[src/rtl/fetch_unit.sv]
// Instruction fetch stage: single-outstanding instruction memory read, one-deep hold toward decode.
// Define FETCH_STATS_EN to build the fetchCount accepted-instruction counter.
module fetch_unit #(
   parameter int ADDR_WIDTH  = 12,
   parameter int INSTR_WIDTH = 16
) (
   input  logic                   clock,
   input  logic                   rst,
   input  logic [ADDR_WIDTH-1:0]  pcIn,
   output logic                   pcIncEn,
   input  logic                   stall,
   input  logic                   flush,
   output logic [ADDR_WIDTH-1:0]  memAddr,
   output logic                   memReq,
   input  logic                   memAck,
   input  logic [INSTR_WIDTH-1:0] memData,
   output logic [INSTR_WIDTH-1:0] instrOut,
   output logic                   instrValid,
   input  logic                   instrReady,
   output logic [15:0]            fetchCount
);

   localparam logic [1:0] ST_IDLE  = 2'd0;
   localparam logic [1:0] ST_FETCH = 2'd1;
   localparam logic [1:0] ST_HOLD  = 2'd2;
   localparam logic [1:0] ST_DRAIN = 2'd3;

   logic [1:0]             state_q, state_d;
   logic [ADDR_WIDTH-1:0]  addr_q, addr_d;
   logic [INSTR_WIDTH-1:0] instr_q, instr_d;
   logic                   valid_q, valid_d;

   always_comb begin
      // NOTE: every _d gets its hold value first so no branch can leave one unassigned (latch).
      state_d = state_q;
      addr_d  = addr_q;
      instr_d = instr_q;
      valid_d = valid_q;
      case (state_q)
         ST_IDLE: begin
            if (!flush && !stall) begin
               state_d = ST_FETCH;
               addr_d  = pcIn;
            end
         end
         ST_FETCH: begin
            if (memAck && !flush) begin
               state_d = ST_HOLD;
               instr_d = memData;
               valid_d = 1'b1;
            end else if (memAck) begin
               state_d = ST_IDLE;
            end else if (flush) begin
               state_d = ST_DRAIN;
            end
         end
         ST_HOLD: begin
            // A flushed instruction is dropped whether or not decode is ready this cycle.
            if (flush) begin
               state_d = ST_IDLE;
               valid_d = 1'b0;
            end else if (instrReady) begin
               valid_d = 1'b0;
               if (!stall) begin
                  state_d = ST_FETCH;
                  addr_d  = pcIn;
               end else begin
                  state_d = ST_IDLE;
               end
            end
         end
         ST_DRAIN: begin
            if (memAck) state_d = ST_IDLE;
         end
         default: state_d = ST_IDLE;
      endcase
   end

   always_ff @(posedge clock) begin
      // NOTE: state registers use non-blocking assignment so all of them update from pre-edge values.
      if (rst) begin
         state_q <= ST_IDLE;
         addr_q  <= '0;
         instr_q <= '0;
         valid_q <= 1'b0;
      end else begin
         state_q <= state_d;
         addr_q  <= addr_d;
         instr_q <= instr_d;
         valid_q <= valid_d;
      end
   end

   assign memReq     = (state_q == ST_FETCH) || (state_q == ST_DRAIN);
   assign pcIncEn    = (state_q == ST_FETCH) && memAck && !flush;
   assign memAddr    = addr_q;
   assign instrOut   = instr_q;
   assign instrValid = valid_q;

`ifdef FETCH_STATS_EN
   logic [15:0] count_q;

   always_ff @(posedge clock) begin
      if (rst)          count_q <= '0;
      else if (pcIncEn) count_q <= count_q + 16'd1;
   end

   assign fetchCount = count_q;
`else
   assign fetchCount = 16'h0000;
`endif

endmodule

[config.mk]
export PLATFORM = sky130hd
export DESIGN_NAME = fetch_unit
export DESIGN_NICKNAME = d
export VERILOG_FILES = /design/src/rtl/fetch_unit.sv
export SDC_FILE = /design/constraint.sdc
export NUM_CORES = 1
export LEC_CHECK = 0
export ABC_AREA = 0
export CORE_MARGIN = 2
export CORE_UTILIZATION = 35
export CTS_BUF_LIST = sky130_fd_sc_hd__clkbuf_8
export DETAILED_ROUTE_END_ITERATION = 16
export PLACE_DENSITY = 0.78
export SLEW_MARGIN = 10
export SYNTH_ARGS = -nofsm -noshare
export SYNTH_HDL_FRONTEND = slang
export SYNTH_SLANG_ARGS = --single-unit
export TNS_END_PERCENT = 5
[constraint.sdc]
create_clock -name clock -period 1.5 [get_ports clock]
set_clock_uncertainty 0.2 [all_clocks]
set_input_delay 0.3 -clock clock [delete_from_list [all_inputs] [get_ports clock]]
set_output_delay 0.3 -clock clock [all_outputs]
set_load 0.01 [all_outputs]
; After elaboration in Yosys (flattened, before gate mapping)
; Index checks and enable logic that the tools add are counted.
[word_totals]
output_inout_bits = 47
in_bits = 34
mem_bits_rw = 0
memories = 0
word_cells = 47
reg_bits = 31
latchBits = 0
mem_bits_ro = 0
[op_classes]
n_lt_le_gt_ge = 0
n_bitwise = 0
div = 0
reduce_logical = 14
n_mux = 18
n_shift = 0
n_addsub = 0
n_eq_ne = 11
multipliers = 0
[op_table]
columns = op, n
row1 = $mux W12, 4
row2 = $pmux W12 S2, 1
row3 = $mux W2, 7
row4 = $ne A2 B2 Y1 const B, 6
row5 = $pmux W2 S4, 1
row6 = $reduce_and A5 Y1, 1
row7 = $eq A2 B2 Y1 const B, 2
row8 = $logic_and A1 B1 Y1, 4
row9 = $mux W1, 4
row10 = $ne A4 B4 Y1 const B, 1
row11 = $reduce_and A4 Y1, 1
row12 = $reduce_bool A2 Y1, 2
row13 = $ne A3 B3 Y1 const B, 1
row14 = $reduce_and A3 Y1, 1
row15 = $eq A2 B1 Y1 const B, 1
row16 = $logic_not A1 Y1, 2
row17 = $logic_not A2 Y1, 1
row18 = $pmux W1 S2, 1
row19 = $reduce_and A2 Y1, 1
row20 = $logic_or A1 B1 Y1, 1

; Depth between registers and ports, before layout
; Gate-level depths: netlist of run 1.
[logic_depth]
depth_word = 4
ltp_mapped = 6
ltp_nobuf = 4

; Worst setup path after synthesis of run 1
; Ideal clock, no wire load.
[synth_path]
path_type = reg2out
startpoint = register state_q[0]
endpoint = output port pcIncEn
path_buffers = 2
arrival_ps = 932
path_stages_with_launch = 5
setup_slack_ps = 68
required_time_ps = 1000
path_cell_list = dfxtp_1 -> nand4bb_1 -> buf_2 -> inv_4 -> buf_4
[synth_via]
elab_chain_len = 3
[synth_rtl]
columns = element, line_no
row1 = start: declaration, 28  ; logic [1:0] state_q, state_d;
row2 = start signal: assignment, 87  ; state_q <= state_d;
row3 = $eq A2 B1 Y1, 95  ; assign pcIncEn = (state_q == ST_FETCH) && memAck && !flush;
row4 = $logic_and A1 B1 Y1 (2 in a row), 95
row5 = end: declaration, 10  ; output logic pcIncEn,
; No other way between the ends.

; Worst setup path in the final report of run 1
[layout_path]
startpoint = register state_q[1]
endpoint = register addr_q[1] (netlist: memAddr[1])
[layout_via]
elab_chain_len = 3
elab_cells_between_ends = 9
classes_between = 5 x eq/ne / 1 x mux / 3 x reduce/logical
[layout_rtl]
columns = element, line_no
row1 = $eq A2 B2 Y1 or $logic_not A2 Y1 (tied branches), 39  ; case (state_q)
row2 = $ne A2 B2 Y1 (no line) or $reduce_bool A2 Y1 (tied branches), n/a
row3 = $reduce_and A5 Y1 (no line), n/a
row4 = end signal: assignment, 88  ; addr_q <= addr_d;
row5 = end: declaration, 29  ; logic [ADDR_WIDTH-1:0] addr_q, addr_d;
; Parallel ways exist; a longest one is shown, timed or not.
; A chain may end at the register's enable or synchronous reset.

==> results.yml, run 1 <==
clock_network:
  clock_latency_ns: 0.27
  clockRootBuffer: "clkbuf_8"
  cts_buffers: 5
  cts_tree: "yes"
  holdBufCountCts: 0
  clock_path_buffers: 2
  h-tree-depth: 2
  path_clk_slew_ns: 0.06
  cts_setup_buffers: 0
  clkSinkCount: 31
yosys:
  yosysWarnings: 0
  ys_dominant_reg_cell: "dfxtp_1"
  synth_edf_count: 0
  ys_top_cells_by_count: "nand2_1 (32), dfxtp_1 (31), nand2b_1 (24)"
  synth-seq-area-share_pct: 44.9
  syn-cell-area_um2: 1380
  syn_inst: 157
  synth.area.top_cells: "dfxtp_1 (45%), nand2b_1 (11%), buf_4 (9.8%), mux2i_1 (8.7%), nand2_1 (8.7%)"
  synth_most_common_cell: "nand2_1"
  ys_ff_latch: 31
  synth_top_area_share_pct: 44.9
  synth_top_area_cell: "dfxtp_1"
  async_reset_ff_share_pct: 0
  synth_cell_types: 20
  syn_avg_cell_area_um2: 8.81
route:
  vias: 1191
  via_per_inst: 4.30
  routed_wl_um: 3060
  routedWlPerCell_um: 11.1
  ant_nets: 0
  drcViolationCount: 0
  drtIter0Drc: 44
  drtPass1Iterations: 4
cells_and_area:
  layout-drive-gt1-share_pct: 10.5
  syn2layout_area_growth_pct: 56.6
  finalNetCount: 262
  final_cell_count_no_fill: 277
  diodes: 0
  regArea_um2: 624
  final_core_util_pct: 58.2
  multi_input_area_um2: 654
  fillers: 357
global_route:
  grt_pass1_wl_um: 5040
  grt_max_degree: 35
  gr-total-overflow: 0
  grt_pass1_vias: 1189
  antenna_found_initial: 0
  track_usage_pct: 15.0
worst_setup_path:
  crit_chain: "buf_4 -> a2111oi_4 -> buf_12 -> mux2i_1"
  timing.critical_path.buf_inv: 2
  cpPeakStageDelay_ns: 0.39
  cp.required_ns: 1.50
  worstPathArrival_ns: 1.52
  cp_top_family: "compound AO/OA/AOI/OAI gates"
  critPathLaunchType: "flip-flop"
  cp_max_fo: 13
  slowest_stage: "a2111oi_4"
  crit_type: "reg -> reg"
  cp-end-kind: "flip-flop"
power:
  pwr_density_cell_nw_per_um2: 849
  ir_drop_uv: 513
  p_total_mw: 1.84
  p_leak_nw: 0.972
floorplan:
  die_y_um: 66.9
  die_w_um: 66.9
  io_pins: 81
  dieArea_um2: 4470
  rows: 22
  start_util_pct: 37.2
  core_um2: 3720
timing:
  layout_setup_ws_ns: -0.0189
  hold_viol: 0
  rsz0062_at_grt: "true"
  min_period_over_period_pct: 101
  setup_viol: 7
  post-route-min-period_ns: 1.52
  fin_hold_ws_ns: 0.246
  max_freq_ghz: 0.658
  slew_viol_final: 0
place:
  port_buffers: 64
  post-dp-hpwl_um: 2290
  placed_cells: 269
  place_congestion: 0.748
  pre_cts_ws_ns: -0.655
flow_run:
  drv_cap: 0
hold_path:
  hp-class: "reg -> reg"
outcome:
  status: "complete, but fails checks"
  violations: "setup timing"
==> registers in the layout, summed over array words and instances (netlist names) <==
signal	count
memAddr	12
state_q	2
instrValid	1
instrOut	16
==> metal layers <==
| metal | GRT usage, % | share of wire (%) | vias to the layer above |
|---|---|---|---|
| li1 | - | - | 615 |
| met1 | 16.1 | 42 | 520 |
| met2 | 27.3 | 49 | 52 |
| met3 | 4.39 | 8.8 | 4 |
| met4 | 6.12 | 0.82 | 0 |
| met5 | 0 | 0 | - |
==> placed cells by master, fill, tap and decap left out, types with 3 or more instances in the layout <==
cell             netlist  final
a21oi_1               18     18
buf_12                 0      3
buf_4                 18      6
clkbuf_8               0      7
clkdlybuf4s50_1        0     29
conb_1                 1     16
dfxtp_1               31     30
dlygate4sd2_1          0     32
mux2i_1               12     12
nand2_1               32     32
nand2b_1              24     24
o21ai_0                3      3
==> worst reg2reg max path: stages, from the launching register on <==
cell and delay (ns):
dfxtp_1 0.31, buf_4 0.15, a2111oi_4 0.40, buf_12 0.20, mux2i_1 0.19
==> layout make-up <==
cell class                      instances  share of cell area, %
Timing Repair Buffer                   74                   33.1
Multi-Input combinational cell        114                   30.2
Sequential cell                        31                   28.8
Clock buffer                            7                   4.45
Tap cell                               48                   2.77
Inverter                                2                  0.462
Clock inverter                          1                  0.173
==> power by group <==
group / switching, mW / internal (mW) / total, mW
registers: 0.0138 / 0.849 / 0.863
clock network: 0.286 / 0.411 / 0.698
logic: 0.112 / 0.164 / 0.276
==> per-stage QoR <==
stage               setup TNS (ns)  cell area [µm²]
floorplan                        0             1440
global placement            -10.23             2080
detailed placement          -11.12             2080
CTS                         -0.314             2160
global route                -0.762             2160
finish                     -0.0650             2160
==> worst paths after layout <==
kind	start	endpoint	slack, ns	depth (start not counted)
worst max-delay path	state_q[1]	memAddr[1]	-0.02	4
worst min-delay path	instrOut[14]	instrOut[14]	0.25	2
worst max register to register	state_q[1]	memAddr[1]	-0.02	4
worst min register to register	instrOut[14]	instrOut[14]	0.25	2
==> cell families after synthesis <==
logic type / Yosys count / synth area share (%)
buf+inv: 27 / 13.0
other cells: 1 / 0.271
simple gates: 63 / 22.8
flops: 31 / 44.9
mux: 12 / 8.69
compound gates: 23 / 10.3
==> timing repair <==
item	in CTS	in global routing
setup endpoints to repair	58	13
pin swaps	2	0
resized for setup	45	1
Note: power is estimated with default switching activity, not from simulation.
==> inputs of run 2 (changes only) <==
--- a/config.mk
+++ b/config.mk
@@ -6,6 +6,7 @@
 export NUM_CORES = 1
 export LEC_CHECK = 0
 export ABC_AREA = 0
+export CORE_ASPECT_RATIO = 1.4
 export CORE_MARGIN = 2
 export CORE_UTILIZATION = 35
 export CTS_BUF_LIST = sky130_fd_sc_hd__clkbuf_8
==> run 2 against run 1 <==
Net effect: the flow still finishes with violations (setup timing); flip-flop and latch count is the same; global-route usage shrank 2.3 points; die area grew 0.16%; wire length shrank 10%; utilization shrank 2.0 points; first-iteration DRC count shrank 39%; worst setup slack gained 0.0072 ns; clock-buffer cell count is the same; sequential power is essentially flat; clock power shrank 2%; hold slack lost 0.0017 ns; largest cell class unchanged.
==> results.yml, run 2 (synthesis gave the netlist of run 1 again) <==
outcome:
  status: "complete, but fails checks"
  violations: "setup timing"
hold_path:
  hp-class: "reg -> reg"
  min_to: "instrOut[0]"
  hold_start: "instrOut[0]"
  holdPathStages: 2
timing:
  post-route-min-period_ns: 1.51
  min_period_over_period_pct: 101
  rsz0062_at_grt: "true"
  slew_viol_final: 0
  max_freq_ghz: 0.662
  layout_setup_ws_ns: -0.0116
  hold_viol: 0
  fin_hold_ws_ns: 0.244
  setup_viol: 1
route:
  ant_nets: 0
  drcViolationCount: 0
  drtIter0Drc: 27
  routedWlPerCell_um: 10.1
  via_per_inst: 4.41
  routed_wl_um: 2750
  vias: 1203
  drtPass1Iterations: 4
worst_setup_path:
  crit_chain: "nand4bb_4 -> inv_4 -> buf_6"
  cp.required_ns: 1.00
  timing.critical_path.buf_inv: 2
  slowest_stage: "dfxtp_2"
  critPathLaunchType: "flip-flop"
  worstPathArrival_ns: 1.01
  r2r_cells: 4
  cp_max_fo: 2
  rrSetupSlack_ns: 0.04
  crit_type: "reg -> out"
  cpPeakStageDelay_ns: 0.32
  reg2reg_from: "state_q[1]"
  cp_top_family: "flip-flops"
  r2r-end: "memAddr[10]"
  cp-end-kind: "output port"
power:
  seq_power_share_pct: 47.3
  power_frac_clock_pct: 37.6
  pwr_density_cell_nw_per_um2: 842
  combPwrFrac_pct: 15.1
  ir_drop_uv: 689
  power_switching_mw: 0.400
  p_leak_nw: 0.970
  swShare_pct: 21.9
  internal-power_mw: 1.43
floorplan:
  die_w_um: 57.1
  rows: 27
  start_util_pct: 35.9
  dieArea_um2: 4480
  die_y_um: 78.4
  core_um2: 3850
  io_pins: 81
clock_network:
  h-tree-depth: 2
  path_clk_slew_ns: 0.06
  clock_latency_ns: 0.27
  clock_path_buffers: 2
  cts_tree: "yes"
  clkSinkCount: 31
  clockRootBuffer: "clkbuf_8"
  cts_buffers: 5
  cts_setup_buffers: 0
cells_and_area:
  mostFrequentLayoutCells: "dlygate4sd2_1 (33), nand2_1 (32), clkdlybuf4s50_1 (29), dfxtp_1 (29), nand2b_1 (24)"
  final_core_util_pct: 56.3
  largest_reg_flops: 16
  diodes: 0
  finalNetCount: 263
  layout-drive-gt1-share_pct: 11.3
  design_area_um2: 2170
  layout_commonest_cell: "dlygate4sd2_1"
  syn2layout_area_growth_pct: 56.7
place:
  port_buffers: 64
  dpl-instance-area_um2: 2080
  pre_cts_ws_ns: -0.688
  place_congestion: 0.670
  post-dp-hpwl_um: 2080
flow_run:
  drv_cap: 0
global_route:
  antenna_found_initial: 0
  grt_pass1_wl_um: 4500
  gr-total-overflow: 0
  grt_max_degree: 31
  track_usage_pct: 12.7
  grt_pass1_vias: 1036
[run 2: cell count changes in the layout (fill, tap and decap cells not counted), sizes merged]
| cell | change |
|---|---|
| dlygate4sd2 | +1 |
| buf | +1 |
| dlymetal6s2s | -1 |
[run 2: through the flow]
step | power [mW] | TNS [ns] | cells
2_1_floorplan | 1.03 | 0 | 172
3_3_place_gp | 1.18 | -10.88 | 265
3_5_place_dp | 1.18 | -11.51 | 265
4_1_cts | 1.86 | -0.278 | 273
5_1_grt | 1.92 | -0.376 | 273
6_report | 1.83 | -0.0116 | 273
[run 2: worst max-delay path by stage]
stage               start           to  cells past startpoint
4_1_cts        state_q[1]      pcIncEn                      3
2_1_floorplan  state_q[0]      pcIncEn                      4
3_3_place_gp        flush      pcIncEn                      4
5_1_grt        state_q[1]  memAddr[11]                      4
6_report       state_q[1]      pcIncEn                      3
3_5_place_dp        flush      pcIncEn                      4
[run 2: metal layers]
layer | global-route usage, % | wire length, µm
met1 | 13.5 | 1050
met2 | 22.8 | 1450
met3 | 3.62 | 221
met4 | 5.58 | 37
met5 | 0 | 0
[run 2: what timing repair did]
action                                  CTS  global route
hold buffers                              0             0
endpoints found under the setup margin   60            15
gates resized for setup                  48             1
pin swaps                                 2             1
[run 2: power by group through the flow]
| stage | Sequential [mW] | Combinational, mW | Clock [mW] |
|---|---|---|---|
| finish | 0.863 | 0.276 | 0.686 |
| detailed placement | 0.881 | 0.296 | 0 |
| CTS | 0.863 | 0.281 | 0.714 |
| global route | 0.866 | 0.302 | 0.752 |
| global placement | 0.881 | 0.294 | 0 |
| floorplan | 0.894 | 0.133 | 0 |
[run 2: final cells by class]
| cell class | instances | area (µm²) |
|---|---|---|
| Clock buffer | 7 | 96.3 |
| Clock inverter | 1 | 3.75 |
| Fill cell | 373 | 1680 |
| Inverter | 2 | 10.0 |
| Multi-Input combinational cell | 114 | 654 |
| Sequential cell | 31 | 626 |
| Tap cell | 43 | 53.8 |
| Timing Repair Buffer | 75 | 723 |
[run 2: worst register-to-register path, stage by stage (launching register included)]
cell,delay [ns]
dfxtp_2,0.32
buf_6,0.12
a2111oi_4,0.36
buf_12,0.20
mux2i_1,0.19
